**config.mk**
```make
export PLATFORM = sky130hd
export DESIGN_NAME = decl_check
export DESIGN_NICKNAME = d
export VERILOG_FILES = /design/src/rtl/decl_check.sv
export SDC_FILE = /design/constraint.sdc
export NUM_CORES = 1
export LEC_CHECK = 0
export CAP_MARGIN = 40
export CORE_AREA = 2 2 51 89
export CTS_BUF_LIST = sky130_fd_sc_hd__clkbuf_16
export DETAILED_ROUTE_END_ITERATION = 10
export DIE_AREA = 0 0 53 91
export DONT_BUFFER_PORTS = 1
export PLACE_DENSITY = 0.77
export SETUP_SLACK_MARGIN = 0.15
export SLEW_MARGIN = 20
export SYNTH_ARGS = -nofsm -noshare
export SYNTH_HDL_FRONTEND = slang
export SYNTH_SLANG_ARGS = --single-unit
```
**constraint.sdc**
```tcl
create_clock -name clk -period 3.75 [get_ports clk]
set_clock_uncertainty 0.2 [all_clocks]
set_input_delay 0.75 -clock clk [delete_from_list [all_inputs] [get_ports clk]]
set_output_delay 0.75 -clock clk [all_outputs]
set_load 0.005 [all_outputs]
```
**src/rtl/decl_check.sv**
```systemverilog
// Streaming recogniser for C-style `int`/`char` declarations. One character per valid cycle;
// each `;` yields a registered out (valid, with variable count) or err pulse.
module decl_check #(
   parameter int unsigned MAX_ID_LEN = 8,
   parameter bit          ARRAY_EN   = 1'b1,
   parameter int unsigned CNT_W      = 4
) (
   input  logic             clk,
   input  logic             reset,
   input  logic [7:0]       in,
   input  logic             in_valid,
   output logic             out,
   output logic             err,
   output logic [CNT_W-1:0] var_cnt
);

   // Length counter must hold MAX_ID_LEN+1 (overflow marker) and the keyword index 4.
   localparam int unsigned LW = ($clog2(MAX_ID_LEN + 2) > 3) ? $clog2(MAX_ID_LEN + 2) : 3;
   localparam logic [LW-1:0] LEN_MAX = LW'(MAX_ID_LEN);
   localparam logic [LW-1:0] LEN_OVF = LW'(MAX_ID_LEN + 1);

   typedef enum logic [3:0] {
      StStart, StKw, StKwWs, StId, StIdEnd, StLbr, StNum, StNumEnd, StDeclEnd, StSep, StErr
   } state_e;

   state_e           state_q, state_d;
   logic [LW-1:0]    len_q, len_d;
   logic             sel_q, sel_d;
   logic             pm_int_q, pm_int_d;
   logic             pm_char_q, pm_char_d;
   logic [CNT_W-1:0] cnt_q, cnt_d;
   logic [CNT_W-1:0] var_cnt_q, var_cnt_d;
   logic             out_q, out_d;
   logic             err_q, err_d;

   logic is_ws, is_digit, is_alpha, is_idstart, is_idch, is_semi, is_comma, is_lbr, is_rbr;
   logic id_bad, bad;
   logic [LW-1:0]    kw_len;
   logic [CNT_W-1:0] cnt_inc;

   function automatic logic [7:0] kw_ch(input logic sel, input logic [2:0] idx);
      logic [7:0] c;
      if (sel) begin
         case (idx)
            3'd0:    c = "c";
            3'd1:    c = "h";
            3'd2:    c = "a";
            default: c = "r";
         endcase
      end else begin
         case (idx)
            3'd0:    c = "i";
            3'd1:    c = "n";
            default: c = "t";
         endcase
      end
      return c;
   endfunction

   always_comb begin
      is_ws      = (in == 8'h20) || (in == 8'h09);
      is_digit   = (in >= "0") && (in <= "9");
      is_alpha   = ((in >= "a") && (in <= "z")) || ((in >= "A") && (in <= "Z"));
      is_idstart = is_alpha || (in == "_");
      is_idch    = is_idstart || is_digit;
      is_semi    = (in == ";");
      is_comma   = (in == ",");
      is_lbr     = (in == "[");
      is_rbr     = (in == "]");
      kw_len     = sel_q ? LW'(4) : LW'(3);
      cnt_inc    = (cnt_q == {CNT_W{1'b1}}) ? cnt_q : cnt_q + CNT_W'(1);
      // Identifier equal to a keyword, or too long, is rejected when it closes.
      id_bad     = (len_q > LEN_MAX) || (pm_int_q && (len_q == LW'(3)))
                   || (pm_char_q && (len_q == LW'(4)));
   end

   always_ff @(posedge clk) begin
      if (!reset) begin
         state_q   <= StStart;
         len_q     <= '0;
         sel_q     <= 1'b0;
         pm_int_q  <= 1'b0;
         pm_char_q <= 1'b0;
         cnt_q     <= '0;
         var_cnt_q <= '0;
         out_q     <= 1'b0;
         err_q     <= 1'b0;
      end else begin
         state_q   <= state_d;
         len_q     <= len_d;
         sel_q     <= sel_d;
         pm_int_q  <= pm_int_d;
         pm_char_q <= pm_char_d;
         cnt_q     <= cnt_d;
         var_cnt_q <= var_cnt_d;
         out_q     <= out_d;
         err_q     <= err_d;
      end
   end

   always_comb begin
      state_d   = state_q;
      len_d     = len_q;
      sel_d     = sel_q;
      pm_int_d  = pm_int_q;
      pm_char_d = pm_char_q;
      cnt_d     = cnt_q;
      var_cnt_d = var_cnt_q;
      out_d     = 1'b0;
      err_d     = 1'b0;
      bad       = 1'b0;
      if (in_valid) begin
         unique case (state_q)
            StStart: begin
               if (in == "i" || in == "c") begin
                  state_d = StKw;
                  sel_d   = (in == "c");
                  len_d   = LW'(1);
               end else if (!is_ws && !is_semi) begin
                  bad = 1'b1;
               end
            end
            StKw: begin
               if (len_q == kw_len) begin
                  if (is_ws) state_d = StKwWs;
                  else       bad = 1'b1;
               end else if (in == kw_ch(sel_q, len_q[2:0])) begin
                  len_d = len_q + LW'(1);
               end else begin
                  bad = 1'b1;
               end
            end
            StKwWs, StSep: begin
               if (is_idstart) begin
                  state_d   = StId;
                  len_d     = LW'(1);
                  pm_int_d  = (in == "i");
                  pm_char_d = (in == "c");
               end else if (!is_ws) begin
                  bad = 1'b1;
               end
            end
            StId: begin
               if (is_idch) begin
                  len_d     = (len_q == LEN_OVF) ? len_q : len_q + LW'(1);
                  pm_int_d  = pm_int_q && (len_q < LW'(3)) && (in == kw_ch(1'b0, len_q[2:0]));
                  pm_char_d = pm_char_q && (len_q < LW'(4)) && (in == kw_ch(1'b1, len_q[2:0]));
               end else if ((is_ws || is_comma || is_semi || (is_lbr && ARRAY_EN)) && !id_bad) begin
                  cnt_d = cnt_inc;
                  if (is_ws)         state_d = StIdEnd;
                  else if (is_comma) state_d = StSep;
                  else if (is_lbr)   state_d = StLbr;
                  else begin
                     state_d   = StStart;
                     out_d     = 1'b1;
                     var_cnt_d = cnt_inc;
                  end
               end else begin
                  bad = 1'b1;
               end
            end
            StIdEnd, StDeclEnd: begin
               if (is_comma) begin
                  state_d = StSep;
               end else if (is_lbr && ARRAY_EN && state_q == StIdEnd) begin
                  state_d = StLbr;
               end else if (is_semi) begin
                  state_d   = StStart;
                  out_d     = 1'b1;
                  var_cnt_d = cnt_q;
               end else if (!is_ws) begin
                  bad = 1'b1;
               end
            end
            StLbr: begin
               if (is_digit)    state_d = StNum;
               else if (!is_ws) bad = 1'b1;
            end
            StNum, StNumEnd: begin
               if (is_rbr)                              state_d = StDeclEnd;
               else if (is_ws)                          state_d = StNumEnd;
               else if (!(is_digit && state_q == StNum)) bad = 1'b1;
            end
            StErr: begin
               if (is_semi) begin
                  state_d = StStart;
                  err_d   = 1'b1;
               end
            end
            default: bad = 1'b1;
         endcase
         if (bad) begin
            if (is_semi) begin
               state_d = StStart;
               err_d   = 1'b1;
            end else begin
               state_d = StErr;
            end
         end
         if (state_d == StStart) begin
            cnt_d = '0;
            len_d = '0;
         end
      end
   end

   always_comb begin
      out     = out_q;
      err     = err_q;
      var_cnt = var_cnt_q;
   end

endmodule
```
==> impl_metrics.csv <==
group,metric,value,unit
setup_path,critical_path_required,3740,ps
synth,synthCells,289,
synth,number_of_enable_type_register_cells_in_the_synthesized_netlist,0,
synth,synth.yosys.seq_area_share,19.0,%
synth,synth_seq_cells,21,
sta,timing.max_slew.rel_slack,53.2,%
detailed_routing,postRouteAntennaNets,0,
floorplan,initial_utilization,54.4,%
place,buffer_ports.inserted,0,
place,placed_area,0.00224,mm^2
detailed_routing,drt_pass1_iterations,5,
power,total_power,0.612,mW
cts,cts_root_buf,"sky130_fd_sc_hd__clkbuf_16",
final_layout,multi_input_area,0.00167,mm^2
global_route,grt_pass1_vias,2169,
cts,worst_skew_pair.late_latency,250,ps
cts,h-tree-depth,1,
setup_path,timing_worst_setup_path_type,"in -> reg",
floorplan,design.die.area,0.00482,mm^2
cts,clock_tree.buffer_depth,2,
cts,clock_sinks,21,
global_route,global_route.overflow_total,0,
synth,synth_cell_type_count,71,
cts,post_cts_hold_buffer_count,0,
final_layout,post-route-util,57.1,%
final_layout,register_area,422,um^2
detailed_routing,dr_wl_met3,356,um
place,global_placement_routability_congestion,1.03,
final_layout,final_cells,329,
detailed_routing,routed_wire_length,6.12,mm
power,power_leakage,0.773,nW
synth,mappedNetlistArea,0.00221,mm^2
cts,tritoncts_clock_tree,"done",
sta,slew_viol_final,0,
floorplan,num_io_pins,17,
place,placed_cells,325,
synth,ys_warn_count,0,
sta,fmaxAchievable,0.306,GHz
setup_path,timing.critical_path.fanout_max,19,
detailed_routing,top_layer,"met4",
floorplan,die_span_y,91,um
place,dp_hpwl,4.58,mm
setup_path,cp_data_arrival_time,3260,ps
floorplan,core-area,0.00407,mm^2
final_layout,synthToLayoutAreaGrowth,5.03,%
global_route,largest_net_degree_at_the_start_of_global_routing,23,
min_path,hp-class,"reg -> reg",
synth,postSynth.asyncResetShare,0,%
sta,report.final.setup_viol,0,
detailed_routing,route.detailed.vias_per_inst,6.91,
floorplan,chipWidth,53,um
final_layout,antenna_cells_inserted,0,
global_route,grt_first_pass_wirelength,9.83,mm
sta,fin_tns_setup,0,ps
synth,per_instance_average_area_after_synthesis,7.66,um^2
synth,synth.net_count,305,
setup_path,setup.worst_path.start_class,"input pin",
cts,clkTransAtPathRegs,50,ps
power,vdd_ir_max,0.280,mV
run_status,outcome,"complete, no violations",
job,timing.max_cap.violations,0,
sta,post-route-period-util,87.2,%
final_layout,fill_count,378,
floorplan,placementRows,31,
detailed_routing,drt_iter0_markers,136,
sta,hold_violations,0,
setup_path,crit_path_end_kind,"register",
final_layout,most-common-layout-cells,"20 x sky130_fd_sc_hd__dfxtp_1, 19 x sky130_fd_sc_hd__nand2_1, 19 x sky130_fd_sc_hd__nor2_1, 15 x sky130_fd_sc_hd__a21oi_1, 14 x sky130_fd_sc_hd__nor2b_1",
final_layout,final_layout_size_suffix_gt1_share,9.29,%
detailed_routing,drt-met1-wl,2.32,mm
cts,postCtsResizedCells,0,
detailed_routing,wl_met2,3.10,mm
detailed_routing,wl_per_cell,18.6,um
final_layout,design.final.nets,297,
detailed_routing,detailroute.via_count,2272,
power,pwr_density_cell,263,mW/mm^2
sta,post-route-min-period,3270,ps
sta,grt_setup_unrepaired,"false",
global_route,grt_antenna_before_repair,0,
final_layout,layout.cell_area.non_filler,0.00233,mm^2
cts,number_of_buffers_inserted_during_clock_tree_synthesis,3,
final_layout,final_common_cell,"sky130_fd_sc_hd__dfxtp_1",
synth,synth_ff_type,"sky130_fd_sc_hd__dfxtp_1",
cts,post-cts-setup-buffers,0,
global_route,grt_util_all_layers,26.2,%
sta,worst_pin_slew,696,ps
detailed_routing,drcViolationCount,0,
==> worst max-delay path, cell delays in order <==
cell	delay, ps
sky130_fd_sc_hd__or3b_1	360
sky130_fd_sc_hd__a2111o_1	540
sky130_fd_sc_hd__a41oi_4	250
sky130_fd_sc_hd__nor2_1	120
sky130_fd_sc_hd__nor4_1	430
sky130_fd_sc_hd__and4b_1	330
sky130_fd_sc_hd__a21oi_4	100
sky130_fd_sc_hd__o21ai_4	180
sky130_fd_sc_hd__mux2i_1	190
==> final cells by class <==
type                            count  area share, %
Clock inverter                      1          0.161
Sequential cell                    21           18.1
Inverter                           12           1.94
Tap cell                           49           2.64
Clock buffer                        3           3.23
Timing Repair Buffer                6           1.94
Multi-Input combinational cell    237           72.0
==> power by group <==
| group | leakage, nW | internal, mW | total [mW] | switching, mW |
|---|---|---|---|---|
| logic | 0.560 | 0.0654 | 0.151 | 0.0857 |
| clock network | 0.0423 | 0.142 | 0.222 | 0.0798 |
| registers | 0.170 | 0.228 | 0.239 | 0.0109 |
| total | 0.773 | 0.435 | 0.612 | 0.176 |
==> metrics by stage <==
stage / hold slack, ps / worst slack, ps
floorplan: 277 / 382
global placement: 306 / 424
detailed placement: 322 / 362
CTS: 338 / 420
global route: 354 / 195
finish: 322 / 481
==> metal layers <==
metal / track usage [%] / vias up
met5: 0 / -
met4: 17.1 / 0
met3: 4.11 / 36
met2: 43.2 / 118
met1: 29.8 / 1035
li1: - / 1083
==> sequential cells by signal (all words and copies together), names as in the netlist <==
signal	cells
cnt_q	4
err	1
len_q	4
out	1
pm_char_q	1
pm_int_q	1
sel_q	1
state_q	4
var_cnt	4
==> cells by family (layout without fill, tap and decap cells) <==
kind of cell / count (synthesis) / in the layout / share of synthesized area [%]
mux: 10 / 10 / 4.58
buf+inv: 31 / 22 / 5.65
simple gates: 137 / 137 / 38.2
flops: 21 / 21 / 19.0
compound gates: 78 / 78 / 26.9
fa+ha+maj: 5 / 5 / 2.82
xor+xnor: 7 / 7 / 2.77
==> synthesized netlist by cell type, drive strengths merged, types with 8 or more instances <==
cell type / instances / area (um^2)
inv: 11 / 41.3
nor3: 12 / 70.1
nor4: 8 / 50.1
nor2: 20 / 82.6
nand2: 19 / 71.3
a21oi: 16 / 91.3
o21ai: 10 / 65.1
dfxtp: 21 / 420
nand3: 11 / 55.1
clkbuf: 16 / 60.1
nor2b: 14 / 87.6
mux2i: 9 / 90.1
==> worst paths after layout <==
path | start | end | slack (ps) | depth (start not counted)
setup reg to reg | len_q[0]$_SDFFE_PN0P_ | cnt_q[2]$_SDFFE_PN0P_ | 500 | 11
hold reg to reg | len_q[1]$_SDFFE_PN0P_ | len_q[1]$_SDFFE_PN0P_ | 320 | 2
hold / removal | len_q[1]$_SDFFE_PN0P_ | len_q[1]$_SDFFE_PN0P_ | 320 | 2
setup / recovery | in[0] | len_q[0]$_SDFFE_PN0P_ | 480 | 9
No activity file was read; power rests on OpenSTA's default activity.
==> edit: new RTL, same flow settings <==
Change the parameter `ARRAY_EN` from 1'b1 to 1'b0.
--- a/src/rtl/decl_check.sv
+++ b/src/rtl/decl_check.sv
@@ -4,3 +4,3 @@
    parameter int unsigned MAX_ID_LEN = 8,
-   parameter bit          ARRAY_EN   = 1'b1,
+   parameter bit          ARRAY_EN   = 1'b0,
    parameter int unsigned CNT_W      = 4
Function: no difference found for any inputs over 4 cycles, from zero or initial values and one cycle with reset low; that may be too few to reach the edited logic, so the function may still have changed.
==> edit against the original RTL <==
Via count rose by 2.2%. Design area fell by 0.11%. Synthesized cell count increased by 3.5%. Count of clock-buffer cells in the layout stayed put. Critical path depth is 2 higher. Combinational power increased by 22%. Routed wire length grew 3.0%. Power is 5.9% higher. Sequential cell count stayed put. Setup slack worse by 0.12 ns. Global-route usage increased by 1.1 points. Area after synthesis shrank 2.7%.
==> edit: results (changes against the original RTL) <==
Critical path
  • Cells on worst reg2reg path: 11 (unchanged)
  • Worst R2R Start: len_q[0]$_SDFFE_PN0P_
  • R2r endpoint: cnt_q[0]$_SDFFE_PN0P_
  • Worst EP arrival: 3.35 ns (+0.09 ns)
  • Largest stage delay, worst path: 0.41 ns (-0.13 ns)
  • CP Max Fanout: 8 (-11)
  • CP max stage cell: mux2i_4

Job
  • Max Cap Viol: 0 (unchanged)

Timing
  • Final setup fails: 0 (unchanged)
  • WHS: 0.279 ns (-0.0428 ns)
  • Relative slew margins: 0.613 (+0.0814)

Power
  • VDD IR max: 0.285 mV (+1.5%)
  • Comb pwr share: 0.285 (+0.038)
  • Sw frac: 0.306 (+0.0176)
  • Clock Power: 0.000221 W
  • Pleak: 0.767 nW (-0.71%)

Hold path
  • Hold Path Stages: 2 (unchanged)
  • HP Start: var_cnt[2]$_SDFFE_PN0P_
  • Min-delay worst type: flip-flop to flip-flop
  • Worst hold path endpoint: var_cnt[2]$_SDFFE_PN0P_

Global routing
  • Initial antenna violation count: 0 (unchanged)
  • Overall global routing resource usage: 0.274 (+0.0112)
  • Vias in the first global route: 2262 (+4.3%)
  • First-pass GRT wire length: 10300 um (+4.6%)
  • Largest net degree at the start of global routing: 19 (-17%)
  • Total gr overflow: 0 (unchanged)

Logic synthesis
  • Ranking of synthesized cells by area: dfxtp_1 (20%), a21oi_1 (6.0%), nand2_1 (4.7%)
  • Sequential area share after synthesis: 0.195 (+0.00529)
  • Post-synth ARST share: 0 (unchanged)
  • Synth cell count leaders: nand2_1 (27), a21oi_1 (26), nor2_1 (22)
  • Count of cell types in the netlist: 59 (-17%)
  • Mapped Nets: 315 (+3.3%)
  • Ys Warns: 0 (unchanged)
  • Post-Synthesis Cells: 299 (+3.5%)

Placed design
  • Port Buf Inserts: 0 (unchanged)
  • Placed Area: 2170 um^2 (-3.0%)
  • Pre-CTS setup slack: 0.0413 ns (-0.321 ns)
  • Gpl congestion: 0.990 (-3.5%)
  • DP HPWL: 4750 um (+3.5%)

Status
  • Status: complete, no violations

Cells and area
  • ANT cells: 0 (unchanged)
  • Layout cell share with drive strength beyond 1: 0.0887 (-0.00412)
  • Nets@finish: 310 (+4.4%)

Detailed routing
  • DR WL/cell: 18.4 um (-0.88%)
  • Vias per cell: 6.79 (-1.6%)
  • DRC violation total after the first TritonRoute iteration: 146 (+7.4%)
  • Drt first pass iters: 5 (unchanged)

Clock tree
  • CTS tree: done
  • CTS Root Cell: clkbuf_16
  • CTS H-tree lvls: 1 (unchanged)
  • # hold bufs at CTS: 0 (unchanged)
  • Clock Path Buffers: 2 (unchanged)
  • Clock transition at path regs: roughly 0.06 ns
  • Num CTS Buffers: 3 (unchanged)
  • Clock Latency Late Sink: 0.25 ns (about the same)
edit: changes by cell type in the layout (fill, tap and decap cells not counted), moves of 5 or more:
cell | before | now
a21oi_1 | 15 | 26
nor2b_1 | 14 | 4
nand2_1 | 19 | 27
inv_1 | 12 | 19
nand4_1 | 1 | 7
mux2i_1 | 9 | 4
o22ai_1 | 2 | 7
o31a_1 | 5 | 0
edit: cell type report:
class | count | area [um^2]
Clock buffer | 3 | 75.1
Clock inverter | 1 | 3.75
Fill cell | 390 | 1750
Inverter | 18 | 67.6
Multi-Input combinational cell | 244 | 1650
Sequential cell | 21 | 422
Tap cell | 49 | 61.3
Timing Repair Buffer | 6 | 45.0
edit: metrics by stage:
step | utilization | std cells | power (W)
2_1_floorplan | - | 299 | 0.000383
3_3_place_gp | 0.534 | 337 | 0.000404
3_5_place_dp | 0.534 | 337 | 0.000405
4_1_cts | 0.557 | 341 | 0.000633
5_1_grt | 0.571 | 342 | 0.000677
6_report | 0.571 | 342 | 0.000648
edit: logic make-up after synthesis:
kind of cell             share of synthesized area
XOR/XNOR                                    0.0447
AO/OA/AOI/OAI                                0.286
multiplexers                                0.0232
adder cells (fa/ha/maj)                     0.0290
flip-flops                                   0.195
AND/OR/NAND/NOR                              0.354
buffers and inverters                       0.0679
edit: worst max-delay path by stage:
stage          cells after the start                     to  slack [ns]                  start
2_1_floorplan                     10  cnt_q[0]$_SDFFE_PN0P_        0.23                  in[0]
3_3_place_gp                      11  cnt_q[0]$_SDFFE_PN0P_        0.07  len_q[0]$_SDFFE_PN0P_
3_5_place_dp                      11  cnt_q[0]$_SDFFE_PN0P_        0.04  len_q[0]$_SDFFE_PN0P_
4_1_cts                           11  cnt_q[0]$_SDFFE_PN0P_        0.13  len_q[0]$_SDFFE_PN0P_
5_1_grt                           11  cnt_q[3]$_SDFFE_PN0P_        0.14  len_q[0]$_SDFFE_PN0P_
6_report                          11  cnt_q[0]$_SDFFE_PN0P_        0.36  len_q[0]$_SDFFE_PN0P_
edit: routing by layer:
layer,up-vias,track usage,share of wire
met1,1056,0.299,0.37
met3,38,0.0345,0.051
met2,104,0.480,0.52
li1,1125,-,-
met4,0,0.154,0.055
met5,-,0,0
edit: critical path: cells and delay by family, from the launching register on:
| kind | cells | cell delay [ns] |
|---|---|---|
| mux | 1 | 0.41 |
| compound gates | 4 | 0.91 |
| simple gates | 3 | 0.72 |
| xor+xnor | 1 | 0.20 |
| fa+ha+maj | 1 | 0.28 |
| buf+inv | 1 | 0.18 |
| flops | 1 | 0.38 |
edit: repair_timing:
item | CTS | global route
endpoints found under the hold margin | 0 | 0
gates resized for setup | 3 | 9
setup buffers | 0 | 1
pin swaps | 0 | 0
setup endpoints to repair | 8 | 8
